$ cat src/rtl/irq_arbiter_if.sv
// Core-side interrupt handshake: registered request/ID out, single-cycle ack/ID back.
// The slave modport is the arbiter's view; the master modport is the core's view.
interface irq_arbiter_if;
  logic       core_irq_o;
  logic [4:0] core_irq_id_o;
  logic       core_irq_ack_i;
  logic [4:0] core_irq_ack_id_i;

  modport slave (
    output core_irq_o,
    output core_irq_id_o,
    input  core_irq_ack_i,
    input  core_irq_ack_id_i
  );

  modport master (
    input  core_irq_o,
    input  core_irq_id_o,
    output core_irq_ack_i,
    output core_irq_ack_id_i
  );
endinterface

$ cat src/rtl/irq_arbiter.sv
// Interrupt arbiter: picks one pending line (fixed or rotating priority), requests the core,
// runs the ack handshake and masks the acked line for a bounded hold window. Outputs are registered.
module irq_arbiter #(
  parameter int NUM_IRQ     = 32,
  parameter int RR_EN       = 0,
  parameter int HOLD_CYCLES = 8
) (
  input  logic               HCLK,
  input  logic               HRESETn,
  input  logic [NUM_IRQ-1:0] irq_i,
  irq_arbiter_if.slave       core_if,
  output logic [NUM_IRQ-1:0] irq_ack_o,
  output logic               ack_err_o,
  output logic               hold_active_o
);

  typedef enum logic [1:0] {
    IDLE = 2'd0,
    REQ  = 2'd1,
    HOLD = 2'd2
  } state_e;

  state_e             state_q, state_d;
  logic [4:0]         id_q, id_d;
  logic [4:0]         rr_ptr_q, rr_ptr_d;
  logic [7:0]         cnt_q, cnt_d;
  logic [NUM_IRQ-1:0] ack_q, ack_d;
  logic               err_q, err_d;

  logic [NUM_IRQ-1:0]   id_onehot;
  logic [NUM_IRQ-1:0]   eff;
  logic [2*NUM_IRQ-1:0] eff_dbl;
  logic [2*NUM_IRQ-1:0] eff_rot;
  logic                 irq_held;
  logic                 sel_vld;
  logic [4:0]           sel_id;
  logic [4:0]           rot_off;
  logic [5:0]           rot_sum;
  logic                 ack_match;

  always_comb begin
    id_onehot = '0;
    for (int i = 0; i < NUM_IRQ; i++) begin
      id_onehot[i] = (id_q == 5'(i));
    end
  end

  assign irq_held = |(irq_i & id_onehot);
  assign eff      = (state_q == HOLD) ? (irq_i & ~id_onehot) : irq_i;

  // Rotating scan: shift a doubled copy down by rr_ptr so the lowest set bit is the winner.
  assign eff_dbl = {eff, eff};
  assign eff_rot = eff_dbl >> rr_ptr_q;

  always_comb begin
    sel_vld = 1'b0;
    sel_id  = '0;
    rot_off = '0;
    rot_sum = '0;
    if (RR_EN == 0) begin
      for (int i = 0; i < NUM_IRQ; i++) begin
        if (eff[i]) begin
          sel_vld = 1'b1;
          sel_id  = 5'(i);
        end
      end
    end else begin
      for (int i = NUM_IRQ - 1; i >= 0; i--) begin
        if (eff_rot[i]) begin
          sel_vld = 1'b1;
          rot_off = 5'(i);
        end
      end
      rot_sum = {1'b0, rr_ptr_q} + {1'b0, rot_off};
      if (rot_sum >= 6'(NUM_IRQ)) begin
        rot_sum = rot_sum - 6'(NUM_IRQ);
      end
      sel_id = rot_sum[4:0];
    end
  end

  // Out-of-range IDs can never equal id_q, but the explicit guard keeps intent obvious.
  assign ack_match = core_if.core_irq_ack_i && (state_q == REQ) &&
                     (core_if.core_irq_ack_id_i == id_q) &&
                     ({1'b0, core_if.core_irq_ack_id_i} < 6'(NUM_IRQ));

  always_comb begin
    state_d  = state_q;
    id_d     = id_q;
    cnt_d    = cnt_q;
    rr_ptr_d = rr_ptr_q;
    ack_d    = '0;
    err_d    = core_if.core_irq_ack_i && !ack_match;
    case (state_q)
      IDLE: begin
        if (sel_vld) begin
          state_d = REQ;
          id_d    = sel_id;
        end
      end
      REQ: begin
        if (ack_match) begin
          state_d  = HOLD;
          cnt_d    = 8'(HOLD_CYCLES - 1);
          ack_d    = id_onehot;
          rr_ptr_d = (id_q == 5'(NUM_IRQ - 1)) ? 5'd0 : id_q + 5'd1;
        end else if (!irq_held) begin
          state_d = IDLE;
        end
      end
      HOLD: begin
        if ((cnt_q == 8'd0) || !irq_held) begin
          state_d = IDLE;
          cnt_d   = 8'd0;
        end else begin
          cnt_d = cnt_q - 8'd1;
        end
      end
      default: begin
        state_d = IDLE;
      end
    endcase
  end

  always_ff @(posedge HCLK or negedge HRESETn) begin
    if (!HRESETn) begin
      state_q  <= IDLE;
      id_q     <= '0;
      rr_ptr_q <= '0;
      cnt_q    <= '0;
      ack_q    <= '0;
      err_q    <= 1'b0;
    end else begin
      state_q  <= state_d;
      id_q     <= id_d;
      rr_ptr_q <= rr_ptr_d;
      cnt_q    <= cnt_d;
      ack_q    <= ack_d;
      err_q    <= err_d;
    end
  end

  assign core_if.core_irq_o    = (state_q == REQ);
  assign core_if.core_irq_id_o = id_q;
  assign irq_ack_o             = ack_q;
  assign ack_err_o             = err_q;
  assign hold_active_o         = (state_q == HOLD);

endmodule

$ cat src/flat_wrapper.sv
// flat-port wrapper written by rule: the top's interface ports become plain ports
module irq_arbiter_flat 
#(
  parameter int NUM_IRQ     = 32,
  parameter int RR_EN       = 0,
  parameter int HOLD_CYCLES = 8
)
  (HCLK, HRESETn, irq_i, irq_ack_o, ack_err_o, hold_active_o, core_if_core_irq_o, core_if_core_irq_id_o, core_if_core_irq_ack_i, core_if_core_irq_ack_id_i);
  irq_arbiter_if core_if_i ();
  input  logic HCLK;
  input  logic HRESETn;
  input  logic [NUM_IRQ-1:0] irq_i;
  output logic [NUM_IRQ-1:0] irq_ack_o;
  output logic ack_err_o;
  output logic hold_active_o;
  output wire logic [$bits(core_if_i.core_irq_o)-1:0] core_if_core_irq_o;
  output wire logic [$bits(core_if_i.core_irq_id_o)-1:0] core_if_core_irq_id_o;
  input wire logic [$bits(core_if_i.core_irq_ack_i)-1:0] core_if_core_irq_ack_i;
  input wire logic [$bits(core_if_i.core_irq_ack_id_i)-1:0] core_if_core_irq_ack_id_i;
  assign core_if_core_irq_o = core_if_i.core_irq_o;
  assign core_if_core_irq_id_o = core_if_i.core_irq_id_o;
  assign core_if_i.core_irq_ack_i = core_if_core_irq_ack_i;
  assign core_if_i.core_irq_ack_id_i = core_if_core_irq_ack_id_i;
  irq_arbiter #(.NUM_IRQ(NUM_IRQ), .RR_EN(RR_EN), .HOLD_CYCLES(HOLD_CYCLES)) u_core (.HCLK(HCLK), .HRESETn(HRESETn), .irq_i(irq_i), .core_if(core_if_i), .irq_ack_o(irq_ack_o), .ack_err_o(ack_err_o), .hold_active_o(hold_active_o));
endmodule
$ cat config.mk
export PLATFORM = sky130hd
export DESIGN_NAME = irq_arbiter_flat
export DESIGN_NICKNAME = d
export VERILOG_FILES = /design/src/rtl/irq_arbiter_if.sv /design/src/rtl/irq_arbiter.sv /design/src/flat_wrapper.sv
export SDC_FILE = /design/constraint.sdc
export NUM_CORES = 1
export LEC_CHECK = 0
export ABC_AREA = 0
export CAP_MARGIN = 20
export CORE_MARGIN = 2
export CORE_UTILIZATION = 35
export DETAILED_ROUTE_END_ITERATION = 8
export DONT_BUFFER_PORTS = 1
export GPL_TIMING_DRIVEN = 0
export HOLD_SLACK_MARGIN = 0.12
export MAX_ROUTING_LAYER = met4
export PLACE_DENSITY_LB_ADDON = 0.1
export SLEW_MARGIN = 20
export SYNTH_ARGS = -nofsm -noshare
export SYNTH_HDL_FRONTEND = slang
export SYNTH_SLANG_ARGS = --single-unit
$ cat constraint.sdc
create_clock -name HCLK -period 2.9 [get_ports HCLK]
set_input_delay 0.435 -clock HCLK [delete_from_list [all_inputs] [get_ports HCLK]]
set_output_delay 0.435 -clock HCLK [all_outputs]
set_load 0.01 [all_outputs]
; Word-level counts from Yosys, hierarchy flattened
; Cells that the tools add are included.
[word_totals]
ff_bits = 48
input_bits = 40
[op_classes]
n_eq_ne = 38
n_bitwise = 3
n_reduce_logical = 14
n_mux = 74
addsub = 1
[op_table]
columns = operator, count
row1 = $mux W32, 3
row2 = $eq A5 B5 Y1 const B, 16
row3 = $mux W5, 16
row4 = $and A32 B32 Y32, 2
row5 = $eq A5 B4 Y1 const B, 8
row6 = $mux W1, 33
row7 = $mux W4, 8
row8 = $not A32 Y32, 1
row9 = $reduce_or A32 Y1, 1
row10 = $eq A5 B3 Y1 const B, 4
row11 = $mux W8, 2
row12 = $pmux W8 S2, 1
row13 = $mux W2, 6
row14 = $mux W3, 4
row15 = $eq A5 B2 Y1 const B, 2
row16 = $logic_not A8 Y1, 1
row17 = $sub A8 B1 Y8 const B, 1
row18 = $ne A2 B1 Y1 const B, 3
row19 = $pmux W2 S3, 1
row20 = $eq A5 B1 Y1 const B, 1
row21 = $eq A5 B5 Y1, 1
row22 = $logic_not A5 Y1, 1
row23 = $reduce_and A2 Y1, 2
row24 = $logic_and A1 B1 Y1, 3
row25 = 8 further kinds, 9

; Longest topological paths before layout
; Gate-level depths: netlist of run 1.
[depth]
depth_word = 38
ltp_mapped = 10
mapped_depth_nobuf = 8

; Worst setup path after synthesis of run 1
; No wires, ideal clock.
[synth_timing]
path_type = reg2reg
from = register u_core.id_q[0] (netlist: u_core.core_if.core_irq_id_o[0])
to = register u_core.id_q[2] (netlist: u_core.core_if.core_irq_id_o[2])
t_arrival_ns = 2.486
path_buffers = 2
path_stages_with_launch = 8
synth_period_minus_slack_ns = 2.611
path_slack_ns = 0.289
setup_ns = 0.125
path_cell_list = dfrtp_1 > buf_6 > or4b_4 > buf_6 > o32ai_4 > nand3_2 > o41ai_4 > mux2_4
[synth_via]
elab_chain_cells = 37
elab_cells_between_ends = 96
cone_classes = eq/ne (31) / mux (61) / bitwise (2) / reduce/logical (2)
[synth_lines]
columns = item, line
row1 = "start, declared", irq_arbiter.sv:24  ; logic [4:0] id_q, id_d;
row2 = "start signal, assigned", irq_arbiter.sv:135  ; id_q <= id_d;
row3 = $logic_not A5 Y1, irq_arbiter.sv:44  ; id_onehot[i] = (id_q == 5'(i));
row4 = $not A32 Y32 *, irq_arbiter.sv:49  ; assign eff = (state_q == HOLD) ? (irq_i & ~id_onehot) : irq_i;
row5 = $and A32 B32 Y32 *, irq_arbiter.sv:49
row6 = $mux W32 *, irq_arbiter.sv:49
row7 = $mux W1 (32 in a row), irq_arbiter.sv:62  ; if (eff[i]) begin
row8 = $reduce_and A2 Y1 (no source line), n/a
; Every way passes the cells marked *; elsewhere a longest branch is shown, timed or not.
; A chain may end at the register's enable or synchronous reset.

; Worst setup path in the final report of run 1
[layout_timing]
from = register u_core.id_q[1] (netlist: u_core.core_if.core_irq_id_o[1])
to = register u_core.id_q[2] (netlist: u_core.core_if.core_irq_id_o[2])
; The elaborated chain is that of the path after synthesis.

==> metrics.md, run 1 <==
| Metric | Value |
|---|---|
| GRT Total Usage | 0.235 |
| Final setup violation count | 0 |
| Syn_nets | 434 |
| Placer's final routability congestion estimate | 0.934 |
| CTS tree | done |
| Initial antenna violation count | 0 |
| Period Utilization, post-route | 0.985 |
| Worst slew margin | 0.565 |
| Top Ports | 80 |
| Flop-to-flop setup slack | 40 ps |
| ANT cells | 0 |
| Clk Latency, worst-skew pair | 300 ps |
| Worst slew pin tran | 652 ps |
| Arr. time, crit path | 3050 ps |
| #FFs+latches synth | 48 |
| Clock Pin Slew Worst Setup and Hold Paths | 90 ps |
| Gr busiest metal | met2 |
| Place WS | -311 ps |
| Post-Synthesis Cells | 392 |
| Max Freq | 350 MHz |
| Global-route wire length before repair | 17.9 mm |
| Setup Total Neg Slack | 0 ps |
| P_leak | 1.57 nW |
| CTS Root Cell | clkbuf_8 |
| Drt first pass iters | 5 |
| Crit. End Element | flop |
| GR Util met3 | 0.0431 |
| Clock Sinks | 48 |
| Synth Warn # | 0 |
| Chip width | 102 um |
| Sequential share of the synthesized area | 0.357 |
| Share of layout cells above drive strength 1 | 0.183 |
| Tmin final | 2860 ps |
| Slew Limit Fails | 0 |
| Core area | 9280 um^2 |
| VDD IR max | 0.209 mV |
| Layout area overhead | 15.4% |
| GR Util met1 | 0.317 |
| DRC Markers | 0 |
| Met2 Usage GRT | 0.357 |
| Post-synth cell types | 66 |
| Initial Util | 0.362 |
| Commonest non-fill, non-tap cell in the layout | nor2_1 |
| Pwr Density | 635 nW/um^2 |
| Synth async-reset ratio | 1.00 |
| GRT overflow | 0 |
| Hold Path Class | in -> reg |
| Total of max-cap violations | 0 |
| Via count | 3293 |
| Number of port buffers | 0 |
| Status | finished, final reports clean |
| Fin worst setup slack | 43.4 ps |
| Final hold vios | 0 |
| Hpwl dp | 8.57 mm |
| Die area | 10400 um^2 |
| Row count | 35 |
| Main synth FF type | dfrtp_1 |
| Avg WL per Cell | 22.1 um |
| Post-Syn Area | 3360 um^2 |
| Largest net degree at the start of global routing | 49 |
| Vias in the first global route | 3044 |
| Startpoint Class | flop |
| Highest-count cells in the layout ignoring fill and taps | 51 x nor2_1, 46 x dfrtp_1, 27 x o21ai_0, 26 x a21oi_1, 23 x nand2_1 |
| CP required | 3090 ps |
| CP Class | reg -> reg |
| Total Wirelength | 11.9 mm |
| DIE HEIGHT | 102 um |
| Fin Clk Skew | 3.33 ps |
| Post-synth EDFFs | 0 |
| H-tree Lvls | 2 |
| Worst-path maximum fanout | 8 |
| TritonCTS buffer count | 5 |
| Via/cell ratio | 6.12 |
| Longest Clk Path Bufs | 2 |
| Avg Synthesized Cell Area | 8.58 um^2 |
| 1st-iter DRT viols | 351 |
| Routed Antenna Nets | 0 |
| Fin nets | 450 |
[layer usage]
metal / part of all wire / vias up
met5: 0 / -
met4: 0.031 / 0
met3: 0.089 / 32
met2: 0.45 / 176
met1: 0.43 / 1595
li1: - / 1490
[cell families after synthesis]
kind of cell	count (synthesis)	share of synthesized area
xor gates and xnor gates	5	0.0130
adders and majority gates	2	0.00744
buffers and inverters	42	0.0584
AOI/OAI and AO/OA	120	0.254
muxes	14	0.0454
DFF	48	0.357
and+or+nand+nor	161	0.265
[metrics by stage]
step                       util  hold WS [ps]  cells  power, mW  area, um^2
after CTS                 0.405           252    535       2.40        3760
final                     0.418           259    538       2.46        3880
after detailed placement  0.380           141    521       1.80        3530
after global placement    0.380           141    521       1.80        3530
after floorplan               -           139    392       1.52        3360
after global routing      0.418           248    538       2.63        3880
[sequential cells by signal, summed over array words and instances (netlist names)]
register	flops
u_core.irq_ack_o	32
u_core.state_q	2
u_core.core_if.core_irq_id_o	5
u_core.ack_err_o	1
u_core.cnt_q	8
[cell type report]
cell class              count  area (um^2)
multi-input cells         302         2080
clock buffers               6         82.6
flip-flops and latches     48         1200
inverters                  10         37.5
fillers                   957         5400
well taps                 129          161
plain buffers              31          180
clock inverters             2         38.8
repair buffers             10         97.6
[report_power, final]
part | switching, mW | leakage (nW) | internal [mW]
Clock | 0.228 | 0.0614 | 0.282
Combinational | 0.699 | 0.872 | 0.446
Sequential | 0.0818 | 0.637 | 0.726
[Yosys cell counts (all sizes together) (3+ instances only)]
library cell,n,share of area
a21o,4,0.0089
a21oi,27,0.040
a31oi,8,0.015
and2,3,0.0056
and3,9,0.017
and3b,4,0.010
buf,16,0.029
clkbuf,16,0.018
dfrtp,48,0.36
inv,10,0.011
mux2,7,0.025
mux2i,7,0.021
nand2,23,0.026
nand3,10,0.016
nand3b,9,0.024
nand4,5,0.0093
nor2,51,0.057
nor2b,3,0.0056
nor3,6,0.0089
nor3b,8,0.019
nor4,7,0.013
o2111ai,4,0.010
o211ai,5,0.011
o21a,7,0.016
o21ai,28,0.042
o31ai,4,0.0089
o32a,5,0.015
o32ai,8,0.031
or2,3,0.0056
or3,8,0.015
or3b,4,0.010
xor2,4,0.010
[worst max-delay path, stage by stage (launching register included)]
cell     delay [ps]
dfrtp_1         420
buf_4           180
or4b_4          630
o31a_1          310
a21oi_2         190
nand3_2         120
o41ai_4         380
buf_4           210
mux2_4          300
[what timing repair did]
action / 4_1_cts / 5_1_grt
pin swaps: 1 / 7
setup buffers: 4 / 4
endpoints found under the setup margin: 8 / 11
resized for setup: 8 / 30
cloned: 0 / 0
endpoints found under the hold margin: 48 / 0
hold buffers: 2 / 0
[path summary, 6_finish.rpt]
path                                                             start                                           to  depth (start not counted)
setup / recovery           u_core.core_if.core_irq_id_o[1]$_DFFE_PN0P_  u_core.core_if.core_irq_id_o[2]$_DFFE_PN0P_                          8
hold reg to reg                            u_core.cnt_q[6]$_DFFE_PN0P_                  u_core.cnt_q[6]$_DFFE_PN0P_                          1
hold / removal                                  core_if_core_irq_ack_i                   u_core.ack_err_o$_DFF_PN0_                          1
max in group asynchronous                                      HRESETn  u_core.core_if.core_irq_id_o[3]$_DFFE_PN0P_                          2
setup reg to reg           u_core.core_if.core_irq_id_o[1]$_DFFE_PN0P_  u_core.core_if.core_irq_id_o[2]$_DFFE_PN0P_                          8
min in group asynchronous                                      HRESETn                u_core.irq_ack_o[3]$_DFF_PN0_                          2
No activity file was read; power rests on OpenSTA's default activity.
==> run 2: changes to the inputs <==
GPL_TIMING_DRIVEN = default   (was 0)
clock period = 3.6 ns   (was 2.9 ns; I/O delays follow)
==> run 2 against run 1 <==
Against the previous run: fmax is 10% lower; sequential power decreased by 16%; total power shrank 24%; flip-flop and latch count did not move; largest power group unchanged.
==> metrics.md, run 2 (same netlist as run 1, synthesis figures left out) <==
| Metric | Value |
|---|---|
| Post-Place Cells | 502 (was 521) |
| Final hold vios | 0 (unchanged) |
| Clock Pin Slew Worst Setup and Hold Paths | 90 ps (about the same) |
| Commonest non-fill, non-tap cell in the layout | nor2_1 (unchanged) |
| Max FFs per register | 32 (unchanged) |
| 1st-iter DRT viols | 187 (was 351) |
| DRC Markers | 0 (unchanged) |
| Clock Sinks | 48 (unchanged) |
| Number of port buffers | 0 (unchanged) |
| Routed Antenna Nets | 0 (unchanged) |
| Fin nets | 424 (was 450) |
| Via count | 3065 (was 3293) |
| P_leak | 1.46 nW (was 1.57 nW) |
| Clk Latency, worst-skew pair | 300 ps (about the same) |
| Total of max-cap violations | 0 (unchanged) |
| DIE HEIGHT | 102 um (unchanged) |
| Worst slew margin | 0.536 (was 0.565) |
| Period Utilization, post-route | 0.882 (was 0.985) |
| RSZ-0062 raised after global routing | no |
| Worst hold margin | 367 ps (was 259 ps) |
| GRT Total Usage | 0.229 (was 0.235) |
| Worst-path maximum fanout | 19 (was 8) |
| Die area | 10400 um^2 (unchanged) |
| CP required | 3780 ps (was 3090 ps) |
| Fin Clk Skew | 6.62 ps (was 3.33 ps) |
| Non-Filler Instances | 512 (was 538) |
| CP Class | reg -> reg (unchanged) |
| H-tree Lvls | 2 (unchanged) |
| Pwr Density | 514 nW/um^2 (was 635 nW/um^2) |
| Number of hold buffers added after cts | 2 (unchanged) |
| Startpoint Class | flop (unchanged) |
| Share of layout cells above drive strength 1 | 0.117 (was 0.183) |
| Drt first pass iters | 4 (was 5) |
| Initial Util | 0.362 (unchanged) |
| Post-CTS Setup Inserts | 0 (was 4) |
| Layout area overhead | 7.70% (was 15.4%) |
| Via/cell ratio | 5.99 (was 6.12) |
| TritonCTS buffer count | 5 (unchanged) |
| # resized after CTS | 0 (was 8) |
| VDD IR max | 0.194 mV (was 0.209 mV) |
| Highest-count cells in the layout ignoring fill and taps | 51 x nor2_1, 48 x dfrtp_1, 27 x a21oi_1, 27 x o21ai_0, 23 x nand2_1 (was 51 x nor2_1, 46 x dfrtp_1, 27 x o21ai_0, 26 x a21oi_1, 23 x nand2_1) |
| Chip width | 102 um (unchanged) |
| Crit. End Element | flop (unchanged) |
| Tmin final | 3180 ps (was 2860 ps) |
| Initial antenna violation count | 0 (unchanged) |
| Max Freq | 315 MHz (was 350 MHz) |
| Hpwl dp | 8.26 mm (was 8.57 mm) |
| CTS Root Cell | clkbuf_8 (unchanged) |
| Global-route wire length before repair | 17.5 mm (was 17.9 mm) |
| Worst R2R Start | u_core.core_if.core_irq_id_o[4]$_DFFE_PN0P_ (was u_core.core_if.core_irq_id_o[1]$_DFFE_PN0P_) |
| ANT cells | 0 (unchanged) |
| Final setup violation count | 0 (unchanged) |
| Min-delay src | core_if_core_irq_ack_i (unchanged) |
| Top Ports | 80 (unchanged) |
| Row count | 35 (unchanged) |
| Hold Path Class | in -> reg (unchanged) |
| Vias in the first global route | 3049 (was 3044) |
| Avg WL per Cell | 21.8 um (was 22.1 um) |
| CTS tree | done (unchanged) |
| Setup Total Neg Slack | 0 ps (unchanged) |
| Status | finished, final reports clean (unchanged) |
| Total Wirelength | 11.2 mm (was 11.9 mm) |
| Worst slew pin tran | 696 ps (was 652 ps) |
| Arr. time, crit path | 3360 ps (was 3050 ps) |
| Slew Limit Fails | 0 (unchanged) |
| Placer's final routability congestion estimate | 0.921 (was 0.934) |
| Longest Clk Path Bufs | 2 (unchanged) |
| CP startpoint | u_core.core_if.core_irq_id_o[4]$_DFFE_PN0P_ (was u_core.core_if.core_irq_id_o[1]$_DFFE_PN0P_) |
| GRT overflow | 0 (unchanged) |
| Core area | 9280 um^2 (unchanged) |
| Largest net degree at the start of global routing | 49 (unchanged) |
==> run 2: changes by cell type in the layout (fill, tap and decap cells not counted), moves of 2 or more <==
cell / before / now
dfrtp_1: 46 / 48
clkbuf_1: 11 / 0
clkbuf_2: 3 / 0
dfrtp_2: 2 / 0
o2111ai_1: 2 / 4
nand3_1: 6 / 9
nand3_2: 4 / 1
buf_2: 9 / 0
o32ai_1: 3 / 5
buf_6: 5 / 0
buf_4: 10 / 13
==> run 2: where the power goes <==
group          internal (mW)  total [mW]  leakage, nW  switching [mW]
Combinational          0.301       0.782        0.765           0.481
Sequential             0.583       0.675        0.638          0.0922
Clock                  0.227       0.406       0.0614           0.179
==> run 2: routing by layer <==
layer | global-route usage | share of wire | vias up
met2 | 0.350 | 0.45 | 124
met4 | 0.0759 | 0.033 | 0
met1 | 0.294 | 0.43 | 1485
met5 | - | 0 | -
li1 | - | - | 1434
met3 | 0.0616 | 0.088 | 22
==> run 2: worst max-delay path, stage by stage (launching register included) <==
cell and delay (ps):
dfrtp_1 800, nor3b_2 480, a41o_1 290, o21a_1 200
o2111ai_1 260, o41ai_4 680, mux2_4 340
==> run 2: path summary, 6_finish.rpt <==
| check | endpoint | slack (ps) | cells after the start |
|---|---|---|---|
| max | u_core.core_if.core_irq_id_o[2]$_DFFE_PN0P_ | 420 | 6 |
| min | u_core.ack_err_o$_DFF_PN0_ | 370 | 1 |
| max reg2reg | u_core.core_if.core_irq_id_o[2]$_DFFE_PN0P_ | 420 | 6 |
| min reg2reg | u_core.cnt_q[6]$_DFFE_PN0P_ | 520 | 1 |
| max in group asynchronous | u_core.irq_ack_o[16]$_DFF_PN0_ | 2630 | 2 |
| min in group asynchronous | u_core.cnt_q[1]$_DFFE_PN0P_ | 750 | 2 |
==> run 2: layout make-up <==
class                      instances  area, um^2
clock inverter                     2        38.8
clock buffer                       6        82.6
tap                              129         161
fill                             974        5660
inverter                          10        37.5
timing repair buffer              15         135
sequential                        48        1200
multi-input combinational        302        1970
==> run 2: through the flow <==
stage                     power, mW  setup WS [ps]   util  cell area, um^2
after floorplan                1.22            989      -             3360
after global placement         1.45            476  0.373             3460
after detailed placement       1.45            455  0.373             3460
after CTS                      1.87            449  0.390             3620
after global routing           1.99            237  0.390             3620
final                          1.86            423  0.390             3620
